**config.mk**
```make
export PLATFORM = sky130hd
export DESIGN_NAME = timing_nco_mc_flat
export DESIGN_NICKNAME = d
export VERILOG_FILES = /design/src/rtl/zcted_timing_pkg.sv /design/src/rtl/timing_nco_mc_if.sv /design/src/rtl/nco_inc_sat.sv /design/src/rtl/timing_nco_mc.sv /design/src/flat_wrapper.sv
export SDC_FILE = /design/constraint.sdc
export NUM_CORES = 1
export LEC_CHECK = 0
export CAP_MARGIN = 20
export CORE_ASPECT_RATIO = 0.5
export CORE_UTILIZATION = 45
export DETAILED_ROUTE_END_ITERATION = 6
export PLACE_DENSITY = 0.81
export SYNTH_ARGS = -nofsm -noshare
export SYNTH_HDL_FRONTEND = slang
export SYNTH_SLANG_ARGS = --single-unit
```
**constraint.sdc**
```tcl
create_clock -name clk -period 2.55 [get_ports clk]
set_input_delay 0.6375 -clock clk [delete_from_list [all_inputs] [get_ports clk]]
set_output_delay 0.6375 -clock clk [all_outputs]
set_load 0.02 [all_outputs]
```
**src/rtl/zcted_timing_pkg.sv**
```systemverilog
// Shared constants and helpers for the ZCTED timing-recovery chain.
// Fixed-point conventions: mu is unsigned Q0.MU_F, and 1.0 = 2^MU_F.
package zcted_timing_pkg;

  localparam int MU_F_DEF = 9;

  typedef logic [MU_F_DEF-1:0] mu_t;

  function automatic int ONE(input int mu_f);
    return 1 << mu_f;
  endfunction

  function automatic int HALF(input int mu_f);
    return 1 << (mu_f - 1);
  endfunction

  // Saturating cast of a signed value into the unsigned range [0, 2^bits-1].
  function automatic int sat_u(input int x, input int bits);
    int hi;
    hi = (1 << bits) - 1;
    if (x < 0) return 0;
    if (x > hi) return hi;
    return x;
  endfunction

endpackage

```
**src/rtl/timing_nco_mc_if.sv**
```systemverilog
// Sample-in / result-out bundle of the multi-channel timing NCO.
interface timing_nco_mc_if #(
  parameter int NCH  = 4,
  parameter int MU_F = 9,
  parameter int V_W  = 16
);
  localparam int CW = (NCH > 1) ? $clog2(NCH) : 1;

  logic                  in_valid;
  logic [CW-1:0]         in_ch;
  logic signed [V_W-1:0] v_k;
  logic [MU_F-1:0]       step;
  logic                  clr_en;
  logic [CW-1:0]         clr_ch;

  logic                  out_valid;
  logic [CW-1:0]         out_ch;
  logic [MU_F-1:0]       mu;
  logic                  strobe;
  logic                  clamp;
  logic [NCH-1:0]        clamp_sticky;

  modport master (
    output in_valid, in_ch, v_k, step, clr_en, clr_ch,
    input  out_valid, out_ch, mu, strobe, clamp, clamp_sticky
  );

  modport slave (
    input  in_valid, in_ch, v_k, step, clr_en, clr_ch,
    output out_valid, out_ch, mu, strobe, clamp, clamp_sticky
  );

endinterface

```
**src/rtl/nco_inc_sat.sv**
```systemverilog
// NCO increment: scale the loop-filter word to mu resolution, add the nominal
// step and saturate into [0, 1.0). Purely combinational, shared with the 1-ch loop.
module nco_inc_sat
  import zcted_timing_pkg::*;
#(
  parameter int MU_F = 9,
  parameter int V_W  = 16
) (
  input  logic signed [V_W-1:0] v_k,
  input  logic [MU_F-1:0]       step,
  output logic [MU_F-1:0]       w_sat,
  output logic                  clamp
);

  localparam int SH = V_W - 1 - MU_F;
  localparam int WW = (V_W > MU_F + 2) ? V_W : MU_F + 2;

  logic signed [WW-1:0]   v_wide;
  logic signed [MU_F+1:0] v_s;
  logic signed [MU_F+1:0] w;
  int                     w_i;
  int                     s_i;

  // v_s spans [-2^MU_F, 2^MU_F-1], so MU_F+2 signed bits hold both it and the sum.
  always_comb begin
    v_wide = WW'(v_k);
    v_s    = (MU_F + 2)'(v_wide >>> SH);
    w      = {2'b00, step} + v_s;
    w_i    = int'(w);
    s_i    = sat_u(w_i, MU_F);
    w_sat  = MU_F'(s_i);
    clamp  = (s_i != w_i);
  end

endmodule

```
**src/rtl/timing_nco_mc.sv**
```systemverilog
// Multi-channel timing-recovery NCO: stage 1 forms the saturated increment,
// stage 2 does the per-channel accumulate/wrap and reports mu and the symbol strobe.
module timing_nco_mc
  import zcted_timing_pkg::*;
#(
  parameter int NCH     = 4,
  parameter int MU_F    = 9,
  parameter int V_W     = 16,
  parameter int MU_INIT = 154
) (
  input  logic           clk,
  input  logic           rst,
  timing_nco_mc_if.slave bus
);

  localparam int CW = (NCH > 1) ? $clog2(NCH) : 1;
  localparam logic [MU_F-1:0] MU_RST = MU_F'(MU_INIT);

  logic                       in_ok;
  logic                       clr_ok;
  logic [MU_F-1:0]            w_nxt;
  logic                       clamp_nxt;

  logic                       valid1;
  logic [CW-1:0]              ch1;
  logic [MU_F-1:0]            w1;
  logic                       clamp1;

  logic [NCH-1:0][MU_F-1:0]   acc;
  logic [NCH-1:0]             sticky;
  logic [MU_F:0]              sum;
  logic [MU_F-1:0]            acc_new;
  logic                       wrap;

  logic                       out_valid_q;
  logic [CW-1:0]              out_ch_q;
  logic [MU_F-1:0]            mu_q;
  logic                       strobe_q;
  logic                       clamp_q;

  // Out-of-range channel indices are dropped silently.
  always_comb begin
    in_ok  = bus.in_valid && (int'(bus.in_ch) < NCH);
    clr_ok = bus.clr_en && (int'(bus.clr_ch) < NCH);
  end

  nco_inc_sat #(
    .MU_F (MU_F),
    .V_W  (V_W)
  ) u_inc (
    .v_k   (bus.v_k),
    .step  (bus.step),
    .w_sat (w_nxt),
    .clamp (clamp_nxt)
  );

  always_ff @(posedge clk or posedge rst) begin
    if (rst) begin
      valid1 <= 1'b0;
      ch1    <= '0;
      w1     <= '0;
      clamp1 <= 1'b0;
    end else begin
      valid1 <= in_ok;
      if (in_ok) begin
        ch1    <= bus.in_ch;
        w1     <= w_nxt;
        clamp1 <= clamp_nxt;
      end
    end
  end

  // w1 < 1.0, so at most one wrap per update and the low bits are the remainder.
  always_comb begin
    sum     = {1'b0, acc[ch1]} + {1'b0, w1};
    wrap    = sum[MU_F];
    acc_new = sum[MU_F-1:0];
  end

  // Clear is applied after the stage-2 write so it wins on a same-channel collision.
  always_ff @(posedge clk or posedge rst) begin
    if (rst) begin
      for (int i = 0; i < NCH; i++) acc[i] <= MU_RST;
      sticky <= '0;
    end else begin
      if (valid1) begin
        acc[ch1] <= acc_new;
        if (clamp1) sticky[ch1] <= 1'b1;
      end
      if (clr_ok) begin
        acc[bus.clr_ch]    <= MU_RST;
        sticky[bus.clr_ch] <= 1'b0;
      end
    end
  end

  always_ff @(posedge clk or posedge rst) begin
    if (rst) begin
      out_valid_q <= 1'b0;
      out_ch_q    <= '0;
      mu_q        <= '0;
      strobe_q    <= 1'b0;
      clamp_q     <= 1'b0;
    end else begin
      out_valid_q <= valid1;
      if (valid1) begin
        out_ch_q <= ch1;
        mu_q     <= acc_new;
        strobe_q <= wrap;
        clamp_q  <= clamp1;
      end
    end
  end

  always_comb begin
    bus.out_valid    = out_valid_q;
    bus.out_ch       = out_ch_q;
    bus.mu           = mu_q;
    bus.strobe       = strobe_q;
    bus.clamp        = clamp_q;
    bus.clamp_sticky = sticky;
  end

endmodule

```
**src/flat_wrapper.sv**
```systemverilog
// flat-port wrapper written by rule: the top's interface ports become plain ports
module timing_nco_mc_flat import zcted_timing_pkg::*;
#(
  parameter int NCH     = 4,
  parameter int MU_F    = 9,
  parameter int V_W     = 16,
  parameter int MU_INIT = 154
)
  (clk, rst, bus_in_valid, bus_in_ch, bus_v_k, bus_step, bus_clr_en, bus_clr_ch, bus_out_valid, bus_out_ch, bus_mu, bus_strobe, bus_clamp, bus_clamp_sticky);
  timing_nco_mc_if #(.NCH(NCH), .MU_F(MU_F), .V_W(V_W)) bus_i ();
  input  logic clk;
  input  logic rst;
  input wire logic [$bits(bus_i.in_valid)-1:0] bus_in_valid;
  input wire logic [$bits(bus_i.in_ch)-1:0] bus_in_ch;
  input wire logic [$bits(bus_i.v_k)-1:0] bus_v_k;
  input wire logic [$bits(bus_i.step)-1:0] bus_step;
  input wire logic [$bits(bus_i.clr_en)-1:0] bus_clr_en;
  input wire logic [$bits(bus_i.clr_ch)-1:0] bus_clr_ch;
  output wire logic [$bits(bus_i.out_valid)-1:0] bus_out_valid;
  output wire logic [$bits(bus_i.out_ch)-1:0] bus_out_ch;
  output wire logic [$bits(bus_i.mu)-1:0] bus_mu;
  output wire logic [$bits(bus_i.strobe)-1:0] bus_strobe;
  output wire logic [$bits(bus_i.clamp)-1:0] bus_clamp;
  output wire logic [$bits(bus_i.clamp_sticky)-1:0] bus_clamp_sticky;
  assign bus_i.in_valid = bus_in_valid;
  assign bus_i.in_ch = bus_in_ch;
  assign bus_i.v_k = bus_v_k;
  assign bus_i.step = bus_step;
  assign bus_i.clr_en = bus_clr_en;
  assign bus_i.clr_ch = bus_clr_ch;
  assign bus_out_valid = bus_i.out_valid;
  assign bus_out_ch = bus_i.out_ch;
  assign bus_mu = bus_i.mu;
  assign bus_strobe = bus_i.strobe;
  assign bus_clamp = bus_i.clamp;
  assign bus_clamp_sticky = bus_i.clamp_sticky;
  timing_nco_mc #(.NCH(NCH), .MU_F(MU_F), .V_W(V_W), .MU_INIT(MU_INIT)) u_core (.clk(clk), .rst(rst), .bus(bus_i));
endmodule
```
Word-level counts from Yosys, hierarchy flattened
Index checks and enable logic that the tools add are counted.

word-level totals
  register bits = 67
  word-level logic and storage cells = 53
  bits of input ports = 33
  output and inout bits = 18

operators by class
  add/subtract/negate cells = 2
  eq/ne operators = 1
  reductions and logical operators = 2
  bitwise logic cells = 6
  $lt $le $gt $ge = 6
  muxes and demuxes = 22

operator list
  cell                                                                                  count
  36-bit two-way mux                                                                    2
  32-bit two-way mux                                                                    2
  36-bit bitwise mux                                                                    1
  9-bit demux with 2-bit select                                                         2
  9-bit two-way mux                                                                     4
  32-bit by 11-bit inequality test with 1-bit output                                    1
  20-bit bitwise AND                                                                    1
  20-bit NOT                                                                            1
  9-bit binary-select mux with 2-bit select                                             1
  16-bit bitwise OR                                                                     1
  4-bit two-way mux                                                                     3
  10-bit by 10-bit adder with 11-bit output                                             1
  11-bit by 10-bit > comparator with 1-bit output (second input constant)               1
  11-bit by 1-bit < comparator with 1-bit output (second input constant)                1
  9-bit by 9-bit adder with 10-bit output                                               1
  2-bit by 3-bit < comparator with 1-bit output (second input constant)                 2
  1-bit two-way mux                                                                     5
  4-bit bitwise AND                                                                     1
  1-bit demux with 2-bit select                                                         2
  2-bit by 1-bit greater-or-equal comparator with 1-bit output (second input constant)  2
  4-bit NOT                                                                             1
  4-bit bitwise OR                                                                      1
  1-bit logical AND                                                                     2

Logic depth before layout (Yosys ltp)
  depth after elaboration = 9
  mapped depth = 12
  mapped depth without buffers = 10

Hierarchy
Synthesis repeated with hierarchy kept, for this count alone.

unflattened totals
  cells, all modules = 358
  area total of the unflattened synthesis = 3960.0 um2

modules (own cells, without submodules)
  module         times used  cells an instance  sequential area each (um2)  area each (um2)
  timing_nco_mc  1           272                1696.6                      3323.2
  nco_inc_sat    1           86                 0.0                         636.9

Worst setup path before layout
No wires, ideal clock.

  kind = register to register
  start = reg u_core.ch1[0]
  end = reg u_core.mu_q[8], in the netlist u_core.bus.mu[8]
  data required time = 2.424 ns
  period minus slack after synthesis = 2.826 ns
  buffers on the path = 2
  stages on the path, launching flop included = 11
  data arrival time = 2.701 ns
  library setup time = 0.126 ns
  path slack = -0.276 ns
  cell sequence = dfrtp_1 buf_2 buf_2 mux4_2 ha_1 nor2b_1 o21a_1 o211ai_1 a31o_2 and2_4 a221o_1

between the ends
  cells in the longest elaborated chain, start to end = 3

RTL lines
  item                                       RTL line              source
  start, declared                            timing_nco_mc.sv:25   logic [CW-1:0] ch1;
  start signal, assigned                     timing_nco_mc.sv:66   ch1 <= bus.in_ch;
  9-bit binary-select mux with 2-bit select  timing_nco_mc.sv:75   sum = {1'b0, acc[ch1]} + {1'b0, w1};
  9-bit two-way mux (implied by the code)    timing_nco_mc.sv:75
  9-bit by 9-bit adder with 10-bit output    timing_nco_mc.sv:75
  end signal, assigned                       timing_nco_mc.sv:108  mu_q <= acc_new;
  end, declared                              timing_nco_mc.sv:37   logic [MU_F-1:0] mu_q;

Every way passes these cells. The select of a mux whose other input is x is not followed.
A chain may end at the register's enable or synchronous reset.

Final worst setup path
  start = reg u_core.ch1[0]
  end = reg u_core.acc[6] (netlist name)

between the ends
  cells in the longest elaborated chain, start to end = 8
  elaborated cells between the ends (all ways) = 12
  classes of those cells = add/sub (1); order compare (2); mux (7); bitwise (1); reduce/logical (1)

RTL lines
  item                                                                                             RTL line             source
  parallel branches: the longest is 4 deep, another holds 9-bit by 9-bit adder with 10-bit output  n/a
  36-bit bitwise mux *                                                                             timing_nco_mc.sv:87  acc[ch1] <= acc_new;
  36-bit two-way mux *                                                                             timing_nco_mc.sv:86  if (valid1) begin
  20-bit bitwise AND (no source line)                                                              n/a
  36-bit two-way mux *                                                                             timing_nco_mc.sv:90  if (clr_ok) begin
  end signal, assigned by index                                                                    timing_nco_mc.sv:87
  end, declared                                                                                    timing_nco_mc.sv:29  logic [NCH-1:0][MU_F-1:0] acc;

Mark *: on every way between the ends. The select of a mux whose other input is x is not followed.

==> summary.md <==
| Metric | Value |
|---|---|
| Status | complete, but fails checks |
| Failing checks | negative setup slack |
| Fin. max-slew vios | 0 |
| Mapped cell area | 3790 um^2 |
| Clock share of power | between 20% and 30% |
| EDFF count, synth | 0 |
| Starting DRT DRC Count | 306 |
| Top cell type's share of synthesized area | about a third |
| I/O Pins | a little over 50 |
| Minimum clock period | around 2.8 ns |
| Final WL | roughly 10 mm |
| Seq pwr share | around 30% |
| FF-to-FF Start | u_core.ch1[0]$_DFFE_PP0P_ |
| Top cells by area, synth | dfrtp_1, dfstp_2, ha_1 |
| Hold_sp | u_core.bus.mu[3]$_DFFE_PP0P_ |
| Clk slew on worst S/H paths | around 0.06 ns |
| Worst path arrival time | about 3.0 ns |
| Die area | 8830 um^2 |
| FFs w/ async S/R, synth | 100% |
| Max-Cap Viols | 0 |
| Worst Path Required | about 2.8 ns |
| Row cnt | 23 |
| Die width | roughly 130 um |
| Crit path max fanout | 5 |
| Post-synth cell types | 57 |
| P_int | between 3 and 4 mW |
| Hold Path Depth | 2 |
| Syn_nets | 438 |
| Root buffer cell | clkbuf_16 |
| TritonRoute pass-1 iters | 4 |
| Final core utilization | between 60% and 70% |
| Vert. Die Dim | 66.9 um |
| Slew @ Worst Pin | about 0.60 ns |
| First-pass GRT wire length | about 16 mm |
| R2R cell count | 12 |
| R2R setup slack | -0.22 ns |
| Total congestion overflow | 0 |
| Clock Skews | ~0.0057 ns |
| Critical path class | reg2reg |
| Endpoints failing setup | 18 |
| Number of global-route vias before repair | 3203 |
| CP Launch Type | register |
| RSZ-0062 raised after global routing | true |
| P per Cell Area | 1100 nW/um^2 |
| Detail-routed via count per cell | around 5.7 |
| Antenna viol nets, final | 0 |
| RD Place Congestion | around 0.93 |
| Yosys top cell by area | dfrtp_1 |
| Logic gate share of total power | between 40% and 50% |
| Dpl hpwl | ~6.7 mm |
| Clock sink total | 67 |
| CTS tree | done |
| Sequential area share after synthesis | 44.7% |
| Yosys reg bits | 67 |
| Core Area | between 8000 and 9000 um^2 |
| Vias | 3361 |
| Nets | 526 |
| Sum of negative setup slack | -1.90 ns |
| Layout area overhead | 38.5% |
| Worst Hold Path EP | u_core.bus.mu[3]$_DFFE_PP0P_ |
| Clk_lat worst skew | 0.33 ns |
| Max Root-Sink Buffers | 2 |
| Leak pwr | around 2.2 nW |
| Fmax | roughly 360 MHz |
| Worst setup startpoint | u_core.ch1[0]$_DFFE_PP0P_ |
| Drt drc | 0 |
| CTS Buf Count | 9 |
| Pre-CTS WS | -0.318 ns |
| R2R Path End | u_core.acc[6]$_DFF_PP0_ |
| Post-DR wirelength/cell | between 15 and 20 um |
| # H-tree levels | 3 |
| Period utilization | 109% |
| Fin worst setup slack | -0.221 ns |
| YS warnings | 0 |
| Headroom to the max-slew limit | 59.9% |
| Final Total Pwr | about 5.8 mW |
| Starting Density | between 40% and 50% |
| Switching part of the total | 35.7% |
| GRT Total Usage | roughly a quarter |
| Layout cell share with drive strength beyond 1 | between 30% and 40% |
| Syn avg cell area | about 9.9 um^2 |
| Most frequent cells in the layout | nand2_1, dfrtp_1, buf_4, clkdlybuf4s50_1, nor2_1 |
| Initial antenna violation count | 0 |
| Hold Vio Cnt, Final | 0 |
| N_diodes | 0 |
| Port bufs | 44 |
| Largest net degree at the start of global routing | slightly below 70 |
| Critical path endpoint category | register |
| Net Switching | 2.06 mW |
| Most common cell after layout, fill and taps aside | nand2_1 |
| Main synth FF type | dfrtp_1 |
| Post-Syn Instances | a little under 400 |
| HP Class | reg2reg |
| VDD IR-drop max | 479 uV |
[repair_timing]
action,CTS,global route
endpoints found under the setup margin,26,36
hold buffers,0,0
pin swaps,8,20
cloned,0,1
gates resized for setup,17,32
buffers inserted,2,5
[flip-flops by register name, indices dropped and copies added (netlist names)]
| signal | cells |
|---|---|
| u_core.clamp1 | 1 |
| u_core.bus.strobe | 1 |
| u_core.ch1 | 2 |
| u_core.bus.mu | 9 |
| u_core.w1 | 9 |
| u_core.bus.out_ch | 2 |
| u_core.valid1 | 1 |
| u_core.bus.clamp | 1 |
| u_core.bus.out_valid | 1 |
| u_core.acc | 36 |
| u_core.bus.clamp_sticky | 4 |
[worst max path at each step]
stage                              endpoint  cells past startpoint  slack, ns
4_1_cts        u_core.bus.mu[8]$_DFFE_PP0P_                      8      -0.13
6_report            u_core.acc[6]$_DFF_PP0_                     12      -0.22
3_3_place_gp      u_core.clamp1$_DFFE_PP0P_                     10      -0.28
5_1_grt            u_core.acc[17]$_DFF_PP0_                     11      -0.31
2_1_floorplan  u_core.bus.mu[8]$_DFFE_PP0P_                     12      -0.10
3_5_place_dp       u_core.w1[3]$_DFFE_PP0P_                      9      -0.32
[power groups by stage]
stage / sequential [mW] / combinational (mW) / clock (mW)
2_1_floorplan: 1.79 / 1.33 / 0
3_3_place_gp: 1.72 / 2.23 / 0
3_5_place_dp: 1.73 / 2.30 / 0
4_1_cts: 1.72 / 2.48 / 1.32
5_1_grt: 1.78 / 2.96 / 1.36
6_report: 1.74 / 2.72 / 1.32
[cells by family after synthesis]
family	count (synthesis)	synth area share (%)
AND/OR/NAND/NOR	131	15.6
flip-flops	67	44.7
buffers and inverters	39	4.19
multiplexers	16	7.42
adder cells (fa/ha/maj)	20	6.99
XOR/XNOR	10	2.31
AO/OA/AOI/OAI	102	18.8
[worst max-delay path: stages, from the launching register on]
cell	delay, ns
dfrtp_2	0.49
mux4_2	0.57
ha_4	0.18
inv_2	0.05
fa_2	0.19
nor2b_1	0.05
o21a_1	0.19
buf_4	0.14
o21a_1	0.19
o31ai_2	0.19
buf_4	0.20
nand3_2	0.11
a21oi_2	0.15
[stage by stage]
step / area, um^2 / instances / hold WS (ns)
after floorplan: 3830 / 385 / 0.449
after global placement: 4650 / 566 / 0.468
after detailed placement: 4650 / 566 / 0.476
after CTS: 5070 / 584 / 0.491
after global routing: 5260 / 590 / 0.516
final: 5260 / 590 / 0.485
[final cells by class]
type	count	area [um^2]
fill	576	2830
multi-input combinational	280	2170
sequential	67	1700
timing repair buffer	95	855
clock buffer	9	225
tap	112	140
clock inverter	7	92.6
inverter	20	75.1
[synthesized netlist by cell type, types with 3 or more instances]
cell	number
clkbuf_1	11
buf_2	4
nor2b_1	6
nor2_1	32
nand2_1	59
buf_1	3
dfstp_2	16
o21a_1	4
xor2_1	3
dfrtp_1	51
nor3_1	3
xnor2_1	7
inv_1	20
nand3_1	10
o21ai_0	10
a31oi_1	3
mux2_2	7
ha_1	18
or2_2	3
o22ai_1	8
a21o_1	4
a211oi_1	6
and3_1	3
mux4_2	9
o211ai_1	19
a21oi_1	27
[metal layers]
metal / global-route usage [%] / up-vias / wire length [um]
met5: 0 / - / 0
met4: 9.59 / 0 / 156
met3: 5.94 / 13 / 804
met2: 39.4 / 144 / 4710
met1: 29.3 / 1646 / 4260
li1: - / 1558 / -
Power figures use the tool's default switching activity.
